## config.mk

```make
export PLATFORM = sky130hd
export DESIGN_NAME = clk_gen_multi
export DESIGN_NICKNAME = d
export VERILOG_FILES = /design/src/rtl/clk_gen_multi.sv
export SDC_FILE = /design/constraint.sdc
export NUM_CORES = 1
export LEC_CHECK = 0
export CAP_MARGIN = 5
export CORE_UTILIZATION = 40
export CTS_CLUSTER_SIZE = 8
export DETAILED_ROUTE_END_ITERATION = 10
export GPL_ROUTABILITY_DRIVEN = 0
export PLACE_DENSITY_LB_ADDON = 0.08
export SLEW_MARGIN = 15
export SYNTH_ARGS = -nofsm -noshare
export SYNTH_HDL_FRONTEND = slang
export SYNTH_SLANG_ARGS = --single-unit
```

## constraint.sdc

```tcl
create_clock -name clk -period 2.8 [get_ports clk]
set_clock_uncertainty 0.05 [all_clocks]
set_input_delay 0.56 -clock clk [delete_from_list [all_inputs] [get_ports clk]]
set_output_delay 0.56 -clock clk [all_outputs]
set_load 0.02 [all_outputs]
```

## src/rtl/clk_gen_multi.sv

```systemverilog
// Multi-channel programmable clock/phase generator with per-channel high/low lengths,
// enables, global realignment and registered edge strobes; new lengths apply at period end.
module clk_gen_multi #(
    parameter int unsigned CHANNELS = 4,
    parameter int unsigned CNT_W    = 4,
    parameter int unsigned DEF_HIGH = 5,
    parameter int unsigned DEF_LOW  = 1,
    localparam int unsigned CH_W    = (CHANNELS > 1) ? $clog2(CHANNELS) : 1
) (
    input  logic                clk,
    input  logic                reset,
    input  logic [CHANNELS-1:0] enable,
    input  logic                sync,
    input  logic                cfg_we,
    input  logic [CH_W-1:0]     cfg_ch,
    input  logic [CNT_W-1:0]    cfg_high,
    input  logic [CNT_W-1:0]    cfg_low,
    output logic [CHANNELS-1:0] clk_out,
    output logic [CHANNELS-1:0] rise_stb,
    output logic [CHANNELS-1:0] fall_stb,
    output logic [CHANNELS-1:0] cfg_pending
);

    localparam logic [CNT_W-1:0] DefHi = CNT_W'(DEF_HIGH);
    localparam logic [CNT_W-1:0] DefLo = CNT_W'(DEF_LOW);

    function automatic logic [CNT_W-1:0] clamp(input logic [CNT_W-1:0] v);
        return (v == '0) ? CNT_W'(1) : v;
    endfunction

    // phase_q doubles as the registered clock output (1 = HIGH phase).
    logic [CHANNELS-1:0]            phase_q, phase_d;
    logic [CHANNELS-1:0][CNT_W-1:0] cnt_q, cnt_d;
    logic [CHANNELS-1:0][CNT_W-1:0] hi_len_q, hi_len_d;
    logic [CHANNELS-1:0][CNT_W-1:0] lo_len_q, lo_len_d;
    logic [CHANNELS-1:0][CNT_W-1:0] p_hi_q, p_hi_d;
    logic [CHANNELS-1:0][CNT_W-1:0] p_lo_q, p_lo_d;
    logic [CHANNELS-1:0]            pend_q, pend_d;
    logic [CHANNELS-1:0]            rise_q, rise_d;
    logic [CHANNELS-1:0]            fall_q, fall_d;
    logic [CHANNELS-1:0]            wr, hi_end, apply;

    always_comb begin
        phase_d  = phase_q;
        cnt_d    = cnt_q;
        hi_len_d = hi_len_q;
        lo_len_d = lo_len_q;
        p_hi_d   = p_hi_q;
        p_lo_d   = p_lo_q;
        pend_d   = pend_q;
        wr       = '0;
        hi_end   = '0;
        apply    = '0;
        for (int unsigned i = 0; i < CHANNELS; i++) begin
            wr[i]     = cfg_we && (32'(cfg_ch) == i);
            hi_end[i] = phase_q[i] && (cnt_q[i] == hi_len_q[i] - 1'b1);
            apply[i]  = sync || !enable[i] || hi_end[i];

            if (sync || !enable[i]) begin
                phase_d[i] = 1'b0;
                cnt_d[i]   = '0;
            end else if (phase_q[i]) begin
                if (hi_end[i]) begin
                    phase_d[i] = 1'b0;
                    cnt_d[i]   = '0;
                end else begin
                    cnt_d[i] = cnt_q[i] + 1'b1;
                end
            end else begin
                if (cnt_q[i] == lo_len_q[i] - 1'b1) begin
                    phase_d[i] = 1'b1;
                    cnt_d[i]   = '0;
                end else begin
                    cnt_d[i] = cnt_q[i] + 1'b1;
                end
            end

            // A write landing on an apply edge bypasses the pending registers.
            if (apply[i]) begin
                if (wr[i]) begin
                    hi_len_d[i] = clamp(cfg_high);
                    lo_len_d[i] = clamp(cfg_low);
                end else if (pend_q[i]) begin
                    hi_len_d[i] = p_hi_q[i];
                    lo_len_d[i] = p_lo_q[i];
                end
                pend_d[i] = 1'b0;
            end else if (wr[i]) begin
                p_hi_d[i] = clamp(cfg_high);
                p_lo_d[i] = clamp(cfg_low);
                pend_d[i] = 1'b1;
            end
        end
        rise_d = phase_d & ~phase_q;
        fall_d = phase_q & ~phase_d;
    end

    always_ff @(posedge clk) begin
        if (!reset) begin
            phase_q  <= '0;
            cnt_q    <= '0;
            hi_len_q <= {CHANNELS{DefHi}};
            lo_len_q <= {CHANNELS{DefLo}};
            p_hi_q   <= {CHANNELS{DefHi}};
            p_lo_q   <= {CHANNELS{DefLo}};
            pend_q   <= '0;
            rise_q   <= '0;
            fall_q   <= '0;
        end else begin
            phase_q  <= phase_d;
            cnt_q    <= cnt_d;
            hi_len_q <= hi_len_d;
            lo_len_q <= lo_len_d;
            p_hi_q   <= p_hi_d;
            p_lo_q   <= p_lo_d;
            pend_q   <= pend_d;
            rise_q   <= rise_d;
            fall_q   <= fall_d;
        end
    end

    assign clk_out     = phase_q;
    assign rise_stb    = rise_q;
    assign fall_stb    = fall_q;
    assign cfg_pending = pend_q;

endmodule
```

Word level (Yosys, flattened, before mapping). Index checks and enable logic that the tools add are counted.

Register bits: 96. Bits of input ports: 18.

Reductions and logical operators: 43. Mux-type cells: 46. Eq/ne operators: 11. Bitwise logic cells: 9. $add $sub $neg: 12.

Operators by type and width (count): $mux W4 (30); $eq A4 B4 Y1 (8); $sub A4 B1 Y4 const B (8); $add A4 B1 Y4 const B (4); $mux W1 (16); $reduce_and A2 Y1 (8); $reduce_or A2 Y1 (8); $and A4 B4 Y4 (2); $logic_and A1 B1 Y1 (8); $logic_not A4 Y1 (2); $logic_or A1 B1 Y1 (8); $not A4 Y4 (2); $reduce_bool A2 Y1 (4); $not A1 Y1 (5); $eq A2 B2 Y1 const B (2); $logic_not A1 Y1 (4); $eq A2 B1 Y1 const B (1); $logic_not A2 Y1 (1).

Depth between registers and ports, before layout. Gate-level depths: netlist of the first run.

Word-level depth: 8. Depth in mapped cells: 7. Depth with buffers taken out: 6.

Worst setup path before layout of the first run. Ideal clock, no wire load.

Path type: register to register. Start: register hi_len_q[0] in the netlist's numbering. End: register hi_len_q[0] in the netlist's numbering. Clock period less this slack: 1.943 ns. Cell stages (with the launch flop): 8. Library setup time: 0.123 ns. Slack: 0.857 ns. Path buffers: 1. Arrival: 1.770 ns. Cell sequence: dfxtp_1 > inv_1 > ha_1 > xnor3_1 > nand4_1 > o31a_1 > buf_4 > mux2_1.

Longest elaborated chain between the ends: 5.

RTL lines: from (decl) (RTL line 34) `logic [CHANNELS-1:0][CNT_W-1:0] hi_len_q, hi_len_d;`; from (signal assigned) (RTL line 102) `hi_len_q <= {CHANNELS{DefHi}};`; from (signal assigned) (RTL line 112) `hi_len_q <= hi_len_d;`; $sub A4 B1 Y4 (RTL line 56) `hi_end[i] = phase_q[i] && (cnt_q[i] == hi_len_q[i] - 1'b1);`; $eq A4 B4 Y1 (RTL line 56); $logic_and A1 B1 Y1 (RTL line 56); $logic_or A1 B1 Y1 (RTL line 57) `apply[i] = sync || !enable[i] || hi_end[i];`; $reduce_and A2 Y1 (no source line).

Every way passes these cells. A chain may end at the register's enable or synchronous reset.

Final worst setup path of the first run.
Start: input port cfg_ch[0]. End: register lo_len_q[7] in the netlist's numbering.

Longest elaborated chain between the ends: 4. Elaborated cells on any way between the ends: 5. Classes of those cells: eq/ne: 1; mux: 1; reduce/logical: 3.

RTL lines: from (decl) (RTL line 15) `input logic [CH_W-1:0] cfg_ch,`; $eq A2 B1 Y1 (*) (RTL line 55) `wr[i] = cfg_we && (32'(cfg_ch) == i);`; $logic_and A1 B1 Y1 (*) (RTL line 55); $reduce_bool A2 Y1 (no source line); $reduce_and A2 Y1 (no source line); to (signal assigned) (RTL line 103) `lo_len_q <= {CHANNELS{DefLo}};`; to (signal assigned) (RTL line 113) `lo_len_q <= lo_len_d;`; to (decl) (RTL line 35) `logic [CHANNELS-1:0][CNT_W-1:0] lo_len_q, lo_len_d;`.

Every way passes the cells marked *; elsewhere a longest branch is shown, timed or not.

==> results of run 1 <==
-- cell usage in the layout, fill, tap and decap left out, types with 6 or more instances in the layout --
master,n
buf_4,15
inv_1,20
and3_1,8
clkdlybuf4s50_1,32
dfxtp_1,96
xor2_1,20
nor3_1,23
o211ai_1,11
mux2_2,26
clkbuf_16,9
ha_1,12
nor2b_1,18
nand2_1,90
xnor2_1,30
nor3b_1,6
nand3_1,7
nor2_1,10
mux2i_1,55
-- flip-flops by register name (all words and copies together) (netlist names) --
name,cells
rise_stb,4
clk_out,4
hi_len_q,16
lo_len_q,16
p_hi_q,16
cfg_pending,4
p_lo_q,16
cnt_q,16
fall_stb,4
-- worst max-delay path by stage --
stage	slack (ns)	end	cells after the start
finish	0.58	lo_len_q[7]	6
detailed placement	0.19	lo_len_q[7]	6
global route	0.44	p_hi_q[5]	6
floorplan	0.86	hi_len_q[0]	7
global placement	0.25	lo_len_q[4]	5
CTS	0.55	lo_len_q[7]	6
-- logic make-up (layout without fill, tap and decap cells) --
group           count (synthesis)  after routing
mux                            86             86
simple gates                  184            184
xor+xnor                       53             53
fa+ha+maj                      12             12
flops                          96             96
compound gates                 32             32
buf+inv                        39             82
-- final cells by class --
| cell class | count | area [µm²] |
|---|---|---|
| fillers | 1108 | 5950 |
| multi-input cells | 367 | 2730 |
| flip-flops and latches | 96 | 1920 |
| repair buffers | 48 | 453 |
| clock buffers | 13 | 250 |
| well taps | 143 | 179 |
| inverters | 20 | 75.1 |
| clock inverters | 1 | 5.00 |
-- per-stage QoR --
step / power, mW / utilization / cells / setup WS, ns / cell area, µm²
CTS: 2.83 / 0.485 / 688 / 0.555 / 5610
global placement: 1.70 / 0.463 / 674 / 0.246 / 5360
detailed placement: 1.70 / 0.463 / 674 / 0.194 / 5360
finish: 2.78 / 0.485 / 688 / 0.585 / 5610
global route: 2.91 / 0.485 / 688 / 0.445 / 5610
floorplan: 1.59 / - / 502 / 0.857 / 4820
-- power by group through the flow --
stage	Sequential, mW	Clock, mW	Combinational (mW)
6_report	1.40	1.12	0.265
5_1_grt	1.40	1.21	0.290
4_1_cts	1.40	1.16	0.267
3_5_place_dp	1.43	0	0.266
3_3_place_gp	1.43	0	0.265
2_1_floorplan	1.44	0	0.152
-- tightest hold or removal path: cells and delay by family (launching register included) --
kind	cells	cell delay (ns)
and+or+nand+nor	1	0.05
muxes	1	0.05
DFF	1	0.31
-- per-layer routing --
| metal | vias up | share of wire | routed length [µm] |
|---|---|---|---|
| met4 | 0 | 0.013 | 140 |
| met1 | 1675 | 0.49 | 5150 |
| met3 | 12 | 0.030 | 314 |
| li1 | 1804 | - | - |
| met5 | - | 0 | 0 |
| met2 | 30 | 0.47 | 4880 |
==> reports/results.md, run 1 <==
Run status
* finished, violations left — status
* design-rule violations — violations in the final reports

Routing
* 3521 — detailed-route via count
* 130 — detailed router's first-iteration violation count
* 15.2 µm — mean routed wirelength per cell
* 5.12 — Avg Vias per Cell
* 1 — Remaining DRCs
* 10500 µm — WL final
* 7 — Initial DRT Pass Iterations
* 0 — remaining number of nets flagged by the antenna check after routing

Power and ir drop
* 0.095 — combinational fraction of design power
* 2.12 mW — Internal Pwr Total
* 0.662 mW — switching component of the power
* 0.503 — sequential group share of total power
* 0.298 mV — Max VDD drop
* 0.238 — switching share of power
* 2.44 nW — total leakage power
* 496 nW/µm² — total power divided by cell area
* 0.401 — clock network fraction of total power

Synthesis
* 4820 µm² — area of the mapped netlist
* dfxtp_1 — ys flop type
* 532 — net count after synthesis
* dfxtp_1, nand2_1, mux2i_1, xnor2_1, mux2_2 — cell types with the highest counts after synthesis
* 0.186 — Simple-Gate Fraction of Synth Area
* dfxtp_1 — count leader, synth
* 0 — async set-or-reset flop fraction in the synthesized netlist
* 0 — EDFF count, synth
* multiplexers — main combinational cell family by area after synthesis
* dfxtp_1 — Yosys top cell by area
* 0.0312 — post-synthesis adder-cell area fraction
* dfxtp_1, mux2i_1, nand2_1, mux2_2, xnor2_1 — leading post-synthesis cells by cell area
* 0.189 — multiplexer share of the synthesized area
* 0.399 — sequential area share after synthesis
* 0.105 — fraction of synthesized cell area in xor and xnor cells
* 0.0551 — compound-gate portion of the synthesized area
* 46 — Synth cell types
* 9.60 µm² — average size of a mapped cell
* 0 — number of warnings issued by yosys
* 0.399 — top cell type's share of synthesized area
* 96 — number of synthesized register bits
* 502 — number of instances in the synthesized netlist

Final layout
* 0.117 — fraction of final layout cells sized beyond drive strength 1
* 572 — final-stage net count
* 16.5% — synthesis-to-finish area growth
* 0 — final antenna diode count

Floorplan
* 34 — # IOs
* 11600 µm² — Placeable Area
* 12500 µm² — overall die area
* 0.417 — initial core utilization
* 39 — standard-cell row count
* 112 µm — vertical die dimension
* 112 µm — floorplan die width

Timing
* 0.468 — relative max-transition margin
* 0 ns — Fin Setup TNS
* 0.791 — Tcrit/Tclk final
* 0 — final number of setup-violating endpoints
* 0.406 ns — post-route worst hold slack
* 0 — number of pins exceeding their max-slew limit in the final report
* 0.451 GHz — maximum operating frequency
* no — setup repair after global routing missed its margin
* 0.790 ns — Tightest Pin Transition
* 2.22 ns — minimum clock period after layout
* 0 — Hold Violations, Final

Min path
* 2 — Hold Path Cell Cnt
* p_lo_q[7] — Min-Delay Endpoint
* reg -> reg — Worst Hold Class
* p_lo_q[7] — worst hold path startpoint

Worst setup path
* flip-flop — category of the worst setup path capture point
* 0.61 ns — Critical Path Max Stage Delay
* 6 — worst-case reg-to-reg path depth
* clkdlybuf4s50_1 — slowest stage cell, crit path
* cfg_ch[0] — crit path launch
* 0.63 ns — register-to-register path setup slack
* in -> reg — path type of the worst setup path
* buffers and inverters — family with the most delay on the worst path
* lo_len_q[12] — worst reg2reg path endpoint
* input pin — Critical Path Start Type
* hi_len_q[12] — startpoint of the lowest-slack register-to-register path
* 2 — Buf/Inv on CP
* 2.40 ns — Arrival @ worst endpoint
* 2.98 ns — CP required
* 7 — crit path max fanout
* clkdlybuf4s50_1 > and3b_1 > o2111ai_1 > o32a_1 > buf_4 > mux2i_1 — critical-path cell list

Global routing
* 0.0495 — met3 track demand over resource
* met2 — global-route layer with the greatest usage
* 0.227 — global-route met1 utilization
* 3651 — via count of the first global-routing pass
* 0.183 — Overall Global Routing Usage
* 17700 µm — first-pass GRT wire length
* 0 — remaining global-route overflow
* 0.308 — M2 GR Usage
* 69 — pin count of the biggest net entering global routing
* 0 — antenna violations before repair

Clock network
* 0 — number of buffers added for setup after CTS
* 9 — Inserted Clock Buffers
* 0.35 ns — source-to-sink clock delay at the later pin of the worst-skew pair
* clkbuf_16 — Clock Root Buffer
* 3 — level count of the clock H-tree
* 96 — number of sinks driven by the clock tree
* 2 — Clock Tree Buf Depth
* 0.06 ns — Clock transition at path regs
* 0 — post-cts sizing count
* 0 — number of hold buffers added after CTS
* done — CTS tree

Place
* 33 — # port buffers
* 7620 µm — half-perimeter wire length after detailed placement

Job
* 0 — Max Cap Viol

No activity file was read; power rests on OpenSTA's default activity.
==> run 2, diff against run 1 <==
==> constraint.sdc (replaced) <==
create_clock -name clk -period 2.1 [get_ports clk]
set_clock_uncertainty 0.05 [all_clocks]
set_input_delay 0.42 -clock clk [delete_from_list [all_inputs] [get_ports clk]]
set_output_delay 0.42 -clock clk [all_outputs]
set_load 0.02 [all_outputs]
==> reports/results.md, run 2 (same netlist as run 1, synthesis figures left out) <==
Worst setup path
* flip-flop — category of the worst setup path capture point
* hi_len_q[8] — startpoint of the lowest-slack register-to-register path
* 0.58 ns — Critical Path Max Stage Delay, -0.03 ns
* clkdlybuf4s50_1 — slowest stage cell, crit path
* input pin — Critical Path Start Type
* clkdlybuf4s50_1 > buf_4 > nor3b_4 > nor2_1 > o31a_1 > mux2_1 — critical-path cell list
* in -> reg — path type of the worst setup path
* 5 — crit path max fanout, -2
* 2.19 ns — Arrival @ worst endpoint, -0.21 ns
* 0.12 ns — register-to-register path setup slack, -0.51 ns
* p_lo_q[9] — worst reg2reg path endpoint
* 7 — worst-case reg-to-reg path depth, +1
* 2.28 ns — CP required, -0.70 ns

Final layout
* 603 — final-stage net count, +5.4%
* 23.8% — synthesis-to-finish area growth
* dfxtp_1 — most common cell after layout, fill and taps aside
* 5960 µm² — post-route cell area, +6.3%
* dfxtp_1, nand2_1, mux2i_1, buf_4, clkdlybuf4s50_1 — most frequent cells in the layout
* 0 — final antenna diode count, unchanged
* 0.180 — fraction of final layout cells sized beyond drive strength 1, +0.0625
* 1084 — fill cell instance count of the final layout, -2.2%

Timing
* 0.409 ns — post-route worst hold slack, +0.00240 ns
* 0 — number of pins exceeding their max-slew limit in the final report, unchanged
* yes — setup repair after global routing missed its margin
* 0.593 — relative max-transition margin, +0.124
* 0.497 GHz — maximum operating frequency
* 0.957 — Tcrit/Tclk final
* 0 — Hold Violations, Final, unchanged
* 0 — final number of setup-violating endpoints, unchanged
* 2.01 ns — minimum clock period after layout
* 0.606 ns — Tightest Pin Transition, -0.184 ns

Power and ir drop
* 649 nW/µm² — total power divided by cell area, +31%
* 2.64 nW — total leakage power, +7.9%
* 0.439 mV — Max VDD drop, +47%

Clock network
* 9 — Inserted Clock Buffers, unchanged
* clkbuf_16 — Clock Root Buffer
* 3 — level count of the clock H-tree, unchanged
* done — CTS tree
* 0.07 ns — Clock transition at path regs, about the same
* 96 — number of sinks driven by the clock tree, unchanged
* 0.35 ns — source-to-sink clock delay at the later pin of the worst-skew pair, about the same
* 2 — Clock Tree Buf Depth, unchanged
* 0 — number of hold buffers added after CTS, unchanged

Min path
* 2 — Hold Path Cell Cnt, unchanged
* p_hi_q[7] — worst hold path startpoint
* reg -> reg — Worst Hold Class
* p_hi_q[7] — Min-Delay Endpoint

Global routing
* 0 — remaining global-route overflow, unchanged
* 17800 µm — first-pass GRT wire length, +0.62%
* 56 — pin count of the biggest net entering global routing, -19%
* 0 — antenna violations before repair, unchanged
* 3621 — via count of the first global-routing pass, -0.82%
* 0.184 — Overall Global Routing Usage, +0.000385

Routing
* 15.0 µm — mean routed wirelength per cell, -1.4%
* 5.06 — Avg Vias per Cell, -1.2%
* 1 — Remaining DRCs, unchanged
* 8 — Initial DRT Pass Iterations, +1
* 3646 — detailed-route via count, +3.6%
* 10800 µm — WL final, +3.3%
* 0 — remaining number of nets flagged by the antenna check after routing, unchanged
* 158 — detailed router's first-iteration violation count, +22%

Floorplan
* 112 µm — vertical die dimension, unchanged
* 112 µm — floorplan die width, unchanged
* 34 — # IOs, unchanged
* 39 — standard-cell row count, unchanged
* 0.417 — initial core utilization, unchanged
* 11600 µm² — Placeable Area, unchanged
* 12500 µm² — overall die area, unchanged

Place
* 7830 µm — half-perimeter wire length after detailed placement, +2.8%
* 33 — # port buffers, unchanged
* 5600 µm² — area after detailed placement, +4.5%

Run status
* finished, violations left — status
* design-rule violations — violations in the final reports

Job
* 0 — Max Cap Viol, unchanged

## run 2: worst max path at each step
stage	from	to	slack, ns	cells after the start
after floorplan	hi_len_q[0]	hi_len_q[0]	0.16	7
after global placement	cfg_we	lo_len_q[4]	-0.19	5
after detailed placement	cfg_we	hi_len_q[0]	-0.22	7
after CTS	hi_len_q[4]	lo_len_q[5]	0.002	7
after global routing	hi_len_q[4]	hi_len_q[6]	-0.003	6
final	cfg_we	hi_len_q[0]	0.09	6
## run 2: what timing repair did
item,4_1_cts,5_1_grt
gates resized for setup,0,9
endpoints found under the setup margin,0,51
buffers inserted,0,4
## run 2: power breakdown
group / switching (mW) / internal, mW
clock: 0.703 / 0.895
sequential: 0.0201 / 1.85
combinational: 0.208 / 0.197
total: 0.931 / 2.94
## run 2: final cells by class
type	count	area (µm²)	share of cell area
Inverter	20	75.1	0.0126
Clock buffer	13	270	0.0453
Sequential cell	96	1920	0.323
Clock inverter	3	15.0	0.00252
Tap cell	143	179	0.0300
Multi-Input combinational cell	367	2770	0.465
Timing Repair Buffer	79	727	0.122
## run 2: worst max-delay path, delay by kind of cell
family | cells | cell delay, ns
buf+inv | 2 | 0.74
compound gates | 1 | 0.36
mux | 1 | 0.34
simple gates | 2 | 0.34
## run 2: metrics by stage
step / power (mW) / utilization / std cells / worst slack [ns] / setup TNS, ns
6_report: 3.87 / 0.516 / 721 / 0.0896 / 0
4_1_cts: 3.91 / 0.508 / 717 / 0.00194 / 0
3_3_place_gp: 2.31 / 0.484 / 701 / -0.189 / -4.03
3_5_place_dp: 2.31 / 0.484 / 701 / -0.223 / -5.18
5_1_grt: 4.03 / 0.516 / 721 / -0.00315 / -0.00365
2_1_floorplan: 2.12 / - / 502 / 0.157 / 0
## run 2: per-layer routing
layer	GRT usage	wire length [µm]	vias to the layer above
met4	0.0459	105	0
met3	0.0468	341	7
met1	0.236	5300	1733
li1	-	-	1858
met2	0.306	5080	48
met5	0	0	-
==> run 3, diff against run 2 <==
--- a/config.mk
+++ b/config.mk
@@ -7,7 +7,7 @@
 export LEC_CHECK = 0
 export CAP_MARGIN = 5
 export CORE_UTILIZATION = 40
-export CTS_CLUSTER_SIZE = 8
+export CTS_CLUSTER_SIZE = 20
 export DETAILED_ROUTE_END_ITERATION = 10
 export GPL_ROUTABILITY_DRIVEN = 0
 export PLACE_DENSITY_LB_ADDON = 0.08
==> results of run 3 <==
Final layout, timing and power as in run 2 (identical DEF).
